`config.mk`:
```
export PLATFORM = sky130hd
export DESIGN_NAME = acc_collector_flat
export DESIGN_NICKNAME = d
export VERILOG_FILES = /design/src/rtl/hpu_pkg.sv /design/src/rtl/acc_collector_if.sv /design/src/rtl/acc_collector.sv /design/src/flat_wrapper.sv
export SDC_FILE = /design/constraint.sdc
export NUM_CORES = 1
export LEC_CHECK = 0
export CAP_MARGIN = 0
export CORE_ASPECT_RATIO = 1.1
export CORE_MARGIN = 2
export CORE_UTILIZATION = 35
export DETAILED_ROUTE_END_ITERATION = 6
export SYNTH_ARGS = -nofsm -noshare
export SYNTH_HDL_FRONTEND = slang
export SYNTH_SLANG_ARGS = --single-unit
```
`constraint.sdc`:
```
create_clock -name clk -period 5.4 [get_ports clk]
set_input_delay 0.54 -clock clk [delete_from_list [all_inputs] [get_ports clk]]
set_output_delay 0.54 -clock clk [all_outputs]
set_load 0.05 [all_outputs]
```
`src/rtl/hpu_pkg.sv`:
```
// Shared definitions for the HPU core array and its host-side collectors.
package hpu_pkg;

    localparam int unsigned DEF_NUM_CORES = 8;
    localparam int unsigned DEF_DATA_W    = 32;
    localparam int unsigned IDX_W         = $clog2(DEF_NUM_CORES);

    typedef enum logic {
        IDLE  = 1'b0,
        DRAIN = 1'b1
    } collector_state_t;

endpackage

```
`src/rtl/acc_collector_if.sv`:
```
// Valid/ready word stream from the accumulator collector toward the host DMA.
interface acc_collector_if
    import hpu_pkg::*;
#(
    parameter int unsigned DATA_W = DEF_DATA_W
);

    logic [DATA_W-1:0] m_tdata;
    logic              m_tvalid;
    logic              m_tlast;
    logic              m_tready;

    modport master (output m_tdata, output m_tvalid, output m_tlast, input m_tready);
    modport slave  (input m_tdata, input m_tvalid, input m_tlast, output m_tready);

endinterface

```
`src/rtl/acc_collector.sv`:
```
// Captures all core accumulators on an update pulse and streams them out, core 0 first.
// Updates arriving while a frame is still draining are dropped and flagged in overflow.
module acc_collector
    import hpu_pkg::*;
#(
    parameter int unsigned NUM_CORES = DEF_NUM_CORES,
    parameter int unsigned DATA_W    = DEF_DATA_W,
    parameter int unsigned CNT_W     = 16
) (
    input  logic                        clk,
    input  logic                        rst,
    input  logic                        update,
    input  logic [NUM_CORES*DATA_W-1:0] acc_in,
    input  logic                        err_clr,
    acc_collector_if.master             m,
    output logic                        busy,
    output logic                        overflow,
    output logic [CNT_W-1:0]            frame_cnt
);

    localparam int unsigned     IW       = $clog2(NUM_CORES);
    localparam logic [IW-1:0]   LAST_IDX = IW'(NUM_CORES - 1);

    collector_state_t  state_q, state_d;
    logic [IW-1:0]     idx_q, idx_d, idx_nxt;
    logic [DATA_W-1:0] buf_q [NUM_CORES];
    logic [DATA_W-1:0] tdata_q, tdata_d;
    logic              tvalid_q, tvalid_d;
    logic              tlast_q, tlast_d;
    logic              ovf_q, ovf_d;
    logic [CNT_W-1:0]  cnt_q, cnt_d;
    logic              capture;

    assign idx_nxt = idx_q + IW'(1);

    // Next state, capture strobe and the registered stream outputs.
    always_comb begin
        state_d  = state_q;
        idx_d    = idx_q;
        tdata_d  = tdata_q;
        tvalid_d = tvalid_q;
        tlast_d  = tlast_q;
        cnt_d    = cnt_q;
        ovf_d    = ovf_q & ~err_clr;
        capture  = 1'b0;

        unique case (state_q)
            IDLE: begin
                if (update) begin
                    capture  = 1'b1;
                    idx_d    = '0;
                    tdata_d  = acc_in[DATA_W-1:0];
                    tvalid_d = 1'b1;
                    tlast_d  = 1'b0;
                    state_d  = DRAIN;
                end
            end
            DRAIN: begin
                if (m.m_tready && (idx_q == LAST_IDX)) begin
                    cnt_d = cnt_q + CNT_W'(1);
                    idx_d = '0;
                    if (update) begin
                        // Zero-bubble hand-over to the next frame.
                        capture = 1'b1;
                        tdata_d = acc_in[DATA_W-1:0];
                        tlast_d = 1'b0;
                    end else begin
                        tvalid_d = 1'b0;
                        tlast_d  = 1'b0;
                        state_d  = IDLE;
                    end
                end else begin
                    if (m.m_tready) begin
                        idx_d   = idx_nxt;
                        tdata_d = buf_q[idx_nxt];
                        tlast_d = (idx_nxt == LAST_IDX);
                    end
                    if (update) begin
                        ovf_d = 1'b1;
                    end
                end
            end
            default: state_d = IDLE;
        endcase
    end

    always_ff @(posedge clk or posedge rst) begin
        if (rst) begin
            state_q  <= IDLE;
            idx_q    <= '0;
            tdata_q  <= '0;
            tvalid_q <= 1'b0;
            tlast_q  <= 1'b0;
            ovf_q    <= 1'b0;
            cnt_q    <= '0;
        end else begin
            state_q  <= state_d;
            idx_q    <= idx_d;
            tdata_q  <= tdata_d;
            tvalid_q <= tvalid_d;
            tlast_q  <= tlast_d;
            ovf_q    <= ovf_d;
            cnt_q    <= cnt_d;
        end
    end

    // Frame buffer holds data only; its contents are meaningless outside DRAIN.
    always_ff @(posedge clk) begin
        if (capture) begin
            for (int k = 0; k < NUM_CORES; k++) begin
                buf_q[k] <= acc_in[k*DATA_W +: DATA_W];
            end
        end
    end

    assign m.m_tdata  = tdata_q;
    assign m.m_tvalid = tvalid_q;
    assign m.m_tlast  = tlast_q;
    assign busy       = tvalid_q;
    assign overflow   = ovf_q;
    assign frame_cnt  = cnt_q;

endmodule

```
`src/flat_wrapper.sv`:
```
// flat-port wrapper written by rule: the top's interface ports become plain ports
module acc_collector_flat import hpu_pkg::*;
#(
    parameter int unsigned NUM_CORES = DEF_NUM_CORES,
    parameter int unsigned DATA_W    = DEF_DATA_W,
    parameter int unsigned CNT_W     = 16
)
  (clk, rst, update, acc_in, err_clr, busy, overflow, frame_cnt, m_m_tdata, m_m_tvalid, m_m_tlast, m_m_tready);
  acc_collector_if #(.DATA_W(DATA_W)) m_i ();
  input  logic clk;
  input  logic rst;
  input  logic update;
  input  logic [NUM_CORES*DATA_W-1:0] acc_in;
  input  logic err_clr;
  output logic busy;
  output logic overflow;
  output logic [CNT_W-1:0] frame_cnt;
  output wire logic [$bits(m_i.m_tdata)-1:0] m_m_tdata;
  output wire logic [$bits(m_i.m_tvalid)-1:0] m_m_tvalid;
  output wire logic [$bits(m_i.m_tlast)-1:0] m_m_tlast;
  input wire logic [$bits(m_i.m_tready)-1:0] m_m_tready;
  assign m_m_tdata = m_i.m_tdata;
  assign m_m_tvalid = m_i.m_tvalid;
  assign m_m_tlast = m_i.m_tlast;
  assign m_i.m_tready = m_m_tready;
  acc_collector #(.NUM_CORES(NUM_CORES), .DATA_W(DATA_W), .CNT_W(CNT_W)) u_core (.clk(clk), .rst(rst), .update(update), .acc_in(acc_in), .err_clr(err_clr), .m(m_i), .busy(busy), .overflow(overflow), .frame_cnt(frame_cnt));
endmodule
```
* After elaboration in Yosys (flattened, before gate mapping)
Memories as Yosys holds them, arrays and structs flattened.
Index checks and enable logic that the tools add are counted.
** Cells by class
- Add/subtract/negate cells :: 2
- Equal/unequal tests :: 6
- Mux-type cells :: 26
- Bitwise logic cells :: 3
- Reductions and logical operators :: 4
** Operators by type and width (count)
- $mux W32 :: 3
- $pmux W32 S2 :: 1
- $add A16 B1 Y16 const B :: 1
- $mux W1 :: 14
- $mux W3 :: 3
- $pmux W1 S2 :: 4
- $eq A3 B3 Y1 const B :: 2
- $ne A2 B2 Y1 const B :: 3
- $pmux W3 S2 :: 1
- $reduce_and A2 Y1 :: 2
- $add A3 B1 Y3 const B :: 1
- $ne A3 B3 Y1 const B :: 1
- $reduce_and A3 Y1 :: 1
- $not A1 Y1 :: 2
- $and A1 B1 Y1 :: 1
- $logic_and A1 B1 Y1 :: 1
** Storage, ports and cells
- Flip-flop bits (word level) :: 55
- RAM bits :: 256
- Output and inout bits :: 52
- Logic and storage cells :: 49
- Memories :: 1
** Memories
- u_core.buf_q :: depth 8, width 32, rd ports 1, clocked after Yosys merged registers in 0, write ports 8, line acc_collector.sv:26 : logic [DATA_W-1:0] buf_q [NUM_CORES];

* Longest topological paths before layout
Gate-level depths: netlist of run 1.
- Depth in word-level cells :: 6
- Gate-level depth with buffers :: 10
- Gate-level depth less buffers :: 7

* Least setup slack after synthesis of run 1
OpenSTA, ideal clock, no wires.
- Path kind :: register to register
- Start point :: register u_core.idx_q[1]
- End point :: memory u_core.buf_q[0][0] (netlist bit), enable pin
- Arrival time :: 4.333 ns
- Setup slack :: 0.560 ns
- Stages on the path, launching flop included :: 9
- Buffers on the path :: 3
- Period minus slack after synthesis :: 4.840 ns
- Cell sequence :: dfrtp_1 > ha_1 > ha_1 > buf_2 > a21boi_4 > nand2b_1 > buf_4 > inv_2 > buf_2
** RTL lines
- start, declared :: line acc_collector.sv:25 : logic [IW-1:0] idx_q, idx_d, idx_nxt;
- start signal, assigned :: line acc_collector.sv:98 : idx_q <= idx_d;
- end, declared :: line acc_collector.sv:26

==> results of run 1 <==
[cells by family (layout without fill, tap and decap cells)]
family | Yosys count | in the layout | synth area share [%]
buffers and inverters | 47 | 391 | 2.234
XOR/XNOR | 15 | 15 | 1.132
other | 0 | 6 | 0
AO/OA/AOI/OAI | 125 | 125 | 6.682
AND/OR/NAND/NOR | 74 | 74 | 2.897
adder cells (fa/ha/maj) | 4 | 4 | 0.4081
multiplexers | 114 | 114 | 12.75
flip-flops | 311 | 311 | 73.90
[registers in the layout (all words and copies together) (netlist names)]
name	flops
u_core.m.m_tlast	1
u_core.overflow	1
u_core.frame_cnt	16
u_core.m.m_tdata	32
u_core.idx_q	3
u_core.state_q	1
u_core.buf_q	256
u_core.busy	1
[routing by layer]
layer	wire (microns)	global-route usage (%)	vias to the layer above
met5	0	0	-
met2	15400	28.00	270
met4	969	7.200	0
met3	1779	3.455	59
met1	13360	22.34	3572
li1	-	-	3397
[per-stage QoR]
stage / util [%] / worst slack (ns)
3_3_place_gp: 45.98 / 1.980
6_report: 49.30 / 2.417
4_1_cts: 49.25 / 2.325
5_1_grt: 49.30 / 2.147
2_1_floorplan: - / 0.5599
3_5_place_dp: 45.98 / 1.890
[report_power, final]
group	internal, mW	switching (mW)	leakage [nW]	total [mW]
registers	2.90	0.161	2.98	3.06
logic	1.36	1.82	2.44	3.17
clock network	1.37	0.927	0.537	2.30
total	5.63	2.90	5.95	8.53
[synth_stat cells]
library cell	n	area, sq um
edfxtp_1	256	7687
mux2i_1	64	640.6
dfrtp_1	55	1376
nand2_1	44	165.2
a21oi_1	33	165.2
a22oi_1	32	240.2
mux4_2	32	720.7
buf_2	18	90.09
mux2_2	18	202.7
o22ai_1	17	106.4
o21ai_1	16	80.08
o221ai_1	16	140.1
buf_4	14	105.1
xnor2_1	13	113.9
nand3_1	7	35.03
inv_1	6	22.52
nor2_1	6	22.52
o21ai_0	5	25.02
clkbuf_1	4	15.01
ha_1	4	50.05
nor2b_1	4	25.02
a22o_1	3	26.28
buf_6	3	33.78
nand4_1	3	18.77
and3_1	2	12.51
inv_2	2	7.510
nand2b_1	2	12.51
nand4_2	2	25.02
a21boi_4	1	18.77
and2_1	1	6.260
and4_1	1	8.760
and4_4	1	11.26
nor4_2	1	12.51
o21a_2	1	8.760
o21ai_2	1	8.760
xnor2_2	1	16.27
xor2_1	1	8.760
[final cells by class]
class | instances | share of cell area, %
flip-flops and latches | 311 | 53.49
multi-input cells | 332 | 17.41
inverters | 8 | 0.2215
repair buffers | 320 | 18.93
well taps | 438 | 3.234
clock buffers | 50 | 6.046
diodes | 6 | 0.08859
clock inverters | 13 | 0.5832
[how the worst max path moves through the flow]
stage	to	cells past startpoint
3_3_place_gp	u_core.buf_q[5][17]	5
4_1_cts	u_core.buf_q[4][23]	6
3_5_place_dp	u_core.buf_q[3][17]	5
5_1_grt	u_core.buf_q[5][17]	6
2_1_floorplan	u_core.buf_q[0][0]	8
6_report	u_core.buf_q[5][17]	6
==> impl_metrics.ini, run 1 <==
[worst_setup_path]
arrival_ns = 3.14
reg2regPathDepth = 6
criticalPathCategory = reg2reg
cpLargestDelayFamily = buffers and inverters
ff2ff_setup_slack_ns = 2.42
r2r-start = u_core.idx_q[1]
start_kind = register
crit_fanout = 140
cpMaxStageDelayCell = inv_8
critPathRequiredTime_ns = 5.56
critPathBufInv = 2
max_stage_delay_ns = 0.68
crit_path_end_kind = register
r2r_end = u_core.buf_q[5][17]
crit_chain = ha_1 -> ha_2 -> a21boi_4 -> nand2b_1 -> inv_8 -> buf_12
crit_start = u_core.idx_q[1]

[floorplan]
die_area_sq_um = 36560
start_util_pct = 35.68
io_pins = 313
dieHeight_microns = 200.3
core_area_sq_um = 34380
chipWidth_microns = 182.5
num_rows = 71

[synthesis]
ys_types = 37
syn_area_per_cell_sq_um = 17.78
ys_seq_area_share_pct = 73.90
synth_fp_nets = 955
synthCells = 690
ys.warnings.count = 0
ys_seq_elements = 311
netlist_area_sq_um = 12270

[clocking]
postCtsSetupBuffers = 0
hold_buffers = 0
clk_pin_slew_worst_paths_ns = 0.06
clk_latency_ns = 0.51
cts.path.max_buffers = 3
clockRootBuffer = clkbuf_16
post_cts_resized = 0
cts.sinks = 311
cts_tree = done
cts_buffers = 35
htreeDepth = 2

[route]
wire_per_inst_microns = 21.32
drt_iter0_markers = 487
ant_nets = 0
drtPass1Iterations = 5
wl_microns = 31510
vias = 7298
drcViolationCount = 0
avgViaCountPerCell = 4.938

[final_layout]
fillers = 2889
most-common-layout-cells = clkdlybuf4s50_1 (312), edfxtp_1 (256), mux2i_1 (64)
drive_gt1_share_pct = 12.28
fin_nets = 1273
mostFrequentLayoutCell = clkdlybuf4s50_1
register_area_sq_um = 9065
fin_cells = 1478
areaGrowthSynthToFinish_pct = 38.17
fin_area_sq_um = 16950
multi_input_area_sq_um = 2950

[timing]
period_needed_ns = 2.983
slew_viol_final = 0
timing.final.hold_violations = 0
max_slew_margin_pct = 32.57
fmax_mhz = 335.2
grt_setup_unrepaired = no
fin_setup_tns_ns = 0
timing.final.crit_share_pct = 55.25
finalSetupViolCount = 0
worst_pin_slew_ns = 1.007
fin_skew_ns = 0.02159
hold-worst-slack_ns = 0.3915

[power]
power_mw = 8.534
power_leakage_nw = 5.953
p_per_area_nw_per_um2 = 503.5
ir_worst_vdd_uv = 377.0

[placement]
routabilityCongestion = 0.7716
io_buffers = 312
dp_hpwl_microns = 21330
placed_area_sq_um = 15810
dp.cells = 1409

[grt]
grt-ovfl-total = 0
grt_antenna_before_repair = 6
track_usage_pct = 17.15
grt_max_degree = 141
grt_pass1_wl_microns = 47020
grt_pass1_vias = 7774

[flow_run]
max-cap-violations = 0

[run_status]
status = completed

[hold_path]
min_path_type = in2async
Note: power is estimated with default switching activity, not from simulation.
==> inputs of run 2 (changes only) <==
==> constraint.sdc (replaced) <==
create_clock -name clk -period 3.05 [get_ports clk]
set_input_delay 0.305 -clock clk [delete_from_list [all_inputs] [get_ports clk]]
set_output_delay 0.305 -clock clk [all_outputs]
set_load 0.05 [all_outputs]
==> run 2 against run 1 <==
Net effect:
- final area is 1.2% higher
- setup slack worse by 1.8 ns
- count of clock-buffer cells in the layout is 2 lower
==> impl_metrics.ini, run 2 (synthesis results as in run 1) <==
[clocking]
clk_pin_slew_worst_paths_ns = 0.06
cts_tree = done
htreeDepth = 2
post_cts_resized = 0
cts.path.max_buffers = 3
cts_buffers = 36
hold_buffers = 0
clockRootBuffer = clkbuf_16
postCtsSetupBuffers = 0
clk_latency_ns = 0.52
cts.sinks = 311

[run_status]
status = completed

[grt]
grt_max_degree = 62
grt_antenna_before_repair = 5
grt-ovfl-total = 0
grt_pass1_vias = 7998
grt_pass1_wl_microns = 48480
track_usage_pct = 17.71

[hold_path]
min_path_type = in2async

[worst_setup_path]
critPathBufInv = 2
crit_fanout = 23
cpLargestDelayFamily = adder cells
cpMaxStageDelayCell = ha_2
arrival_ns = 2.79
critPathRequiredTime_ns = 3.44
crit_chain = ha_1 -> ha_2 -> buf_12 -> nand2_1 -> buf_4 -> o221ai_1 -> o21ai_1
criticalPathCategory = reg2reg
max_stage_delay_ns = 0.69
start_kind = register
crit_path_end_kind = register

[floorplan]
start_util_pct = 35.68
chipWidth_microns = 182.5
die_area_sq_um = 36560
core_area_sq_um = 34380
dieHeight_microns = 200.3
num_rows = 71
io_pins = 313

[timing]
worst_pin_slew_ns = 1.082
timing.final.crit_share_pct = 78.50
fin_skew_ns = 0.01229
period_needed_ns = 2.394
fmax_mhz = 417.7
fin_ws_ns = 0.6558
fin_setup_tns_ns = 0
timing.final.hold_violations = 0
finalSetupViolCount = 0
grt_setup_unrepaired = no
max_slew_margin_pct = 27.84
slew_viol_final = 0

[final_layout]
most-common-layout-cells = clkdlybuf4s50_1 (312), edfxtp_1 (256), mux2i_1 (64)
top_register = u_core.buf_q
largest_reg_flops = 256
mostFrequentLayoutCell = clkdlybuf4s50_1
fillers = 2848
fin_nets = 1289
drive_gt1_share_pct = 13.32
areaGrowthSynthToFinish_pct = 39.82

[route]
avgViaCountPerCell = 4.957
drtPass1Iterations = 5
wl_microns = 32610
wire_per_inst_microns = 21.83
vias = 7406
ant_nets = 0
drcViolationCount = 0
drt_iter0_markers = 503

[power]
ir_worst_vdd_uv = 434.2
power_leakage_nw = 6.071
p_per_area_nw_per_um2 = 896.1

[placement]
dp_slack_ns = 0.6229
routabilityCongestion = 0.7737
dp_hpwl_microns = 22210
io_buffers = 312

[flow_run]
max-cap-violations = 0
## run 2: changes by cell type in the layout (fill, tap and decap cells not counted), sizes merged
cell | previous run | this run
clkbuf | 50 | 48
buf | 8 | 23
diode | 6 | 5
clkinvlp | 5 | 1
inv | 8 | 10
bufinv | 1 | 3
clkinv | 7 | 11
## run 2: stage by stage
step | hold WS, ns | cells | power, mW | utilization [%] | cell area, sq um
2_1_floorplan | 0.4039 | 690 | 9.383 | - | 12270
3_3_place_gp | 0.4631 | 1424 | 11.27 | 46.53 | 16000
3_5_place_dp | 0.4665 | 1424 | 11.33 | 46.53 | 16000
4_1_cts | 0.2190 | 1489 | 15.58 | 49.85 | 17140
5_1_grt | 0.2644 | 1494 | 16.11 | 49.89 | 17150
6_report | 0.2064 | 1494 | 15.37 | 49.89 | 17150
## run 2: layout make-up
class | count | area (sq um) | area share [%]
sequential | 311 | 9065 | 52.86
timing repair buffer | 335 | 3396 | 19.80
multi-input combinational | 332 | 2950 | 17.20
clock buffer | 48 | 977.2 | 5.698
tap | 438 | 548.0 | 3.195
clock inverter | 17 | 163.9 | 0.9557
inverter | 8 | 37.54 | 0.2189
antenna | 5 | 12.51 | 0.07296
## run 2: worst reg2reg max path, cell delays in order, from the launching register on
cell and delay (ns):
dfrtp_2 0.46, ha_1 0.22, ha_2 0.69, buf_12 0.28, nand2_1 0.10, buf_4 0.23
o221ai_1 0.22, o21ai_1 0.08
## run 2: report_power, final
part           leakage (nW)  internal, mW  switching [mW]  total, mW
clock                 0.558          2.51            1.69       4.20
combinational          2.53          2.54            3.20       5.74
sequential             2.98          5.14           0.293       5.43
total                  6.07          10.2            5.18       15.4
## run 2: path summary, 6_finish.rpt
kind	cells past startpoint	endpoint	slack, ns	from
hold / removal	2	u_core.m.m_tdata[9]	0.21	rst
max in group asynchronous	3	u_core.m.m_tdata[27]	2.19	rst
min in group clk	1	u_core.buf_q[1][26]	0.33	acc_in[58]
setup / recovery	7	u_core.m.m_tdata[1]	0.66	u_core.idx_q[0]
setup reg to reg	7	u_core.m.m_tdata[1]	0.66	u_core.idx_q[0]
hold reg to reg	1	u_core.frame_cnt[15]	0.47	u_core.frame_cnt[15]
## run 2: per-layer routing
metal  vias up  share of wire (%)  global-route usage [%]
met5         -                  0                       0
met4         0                2.6                   6.999
met3        51                5.2                   3.455
met2       239                 50                   29.78
met1      3688                 42                   22.57
li1       3428                  -                       -
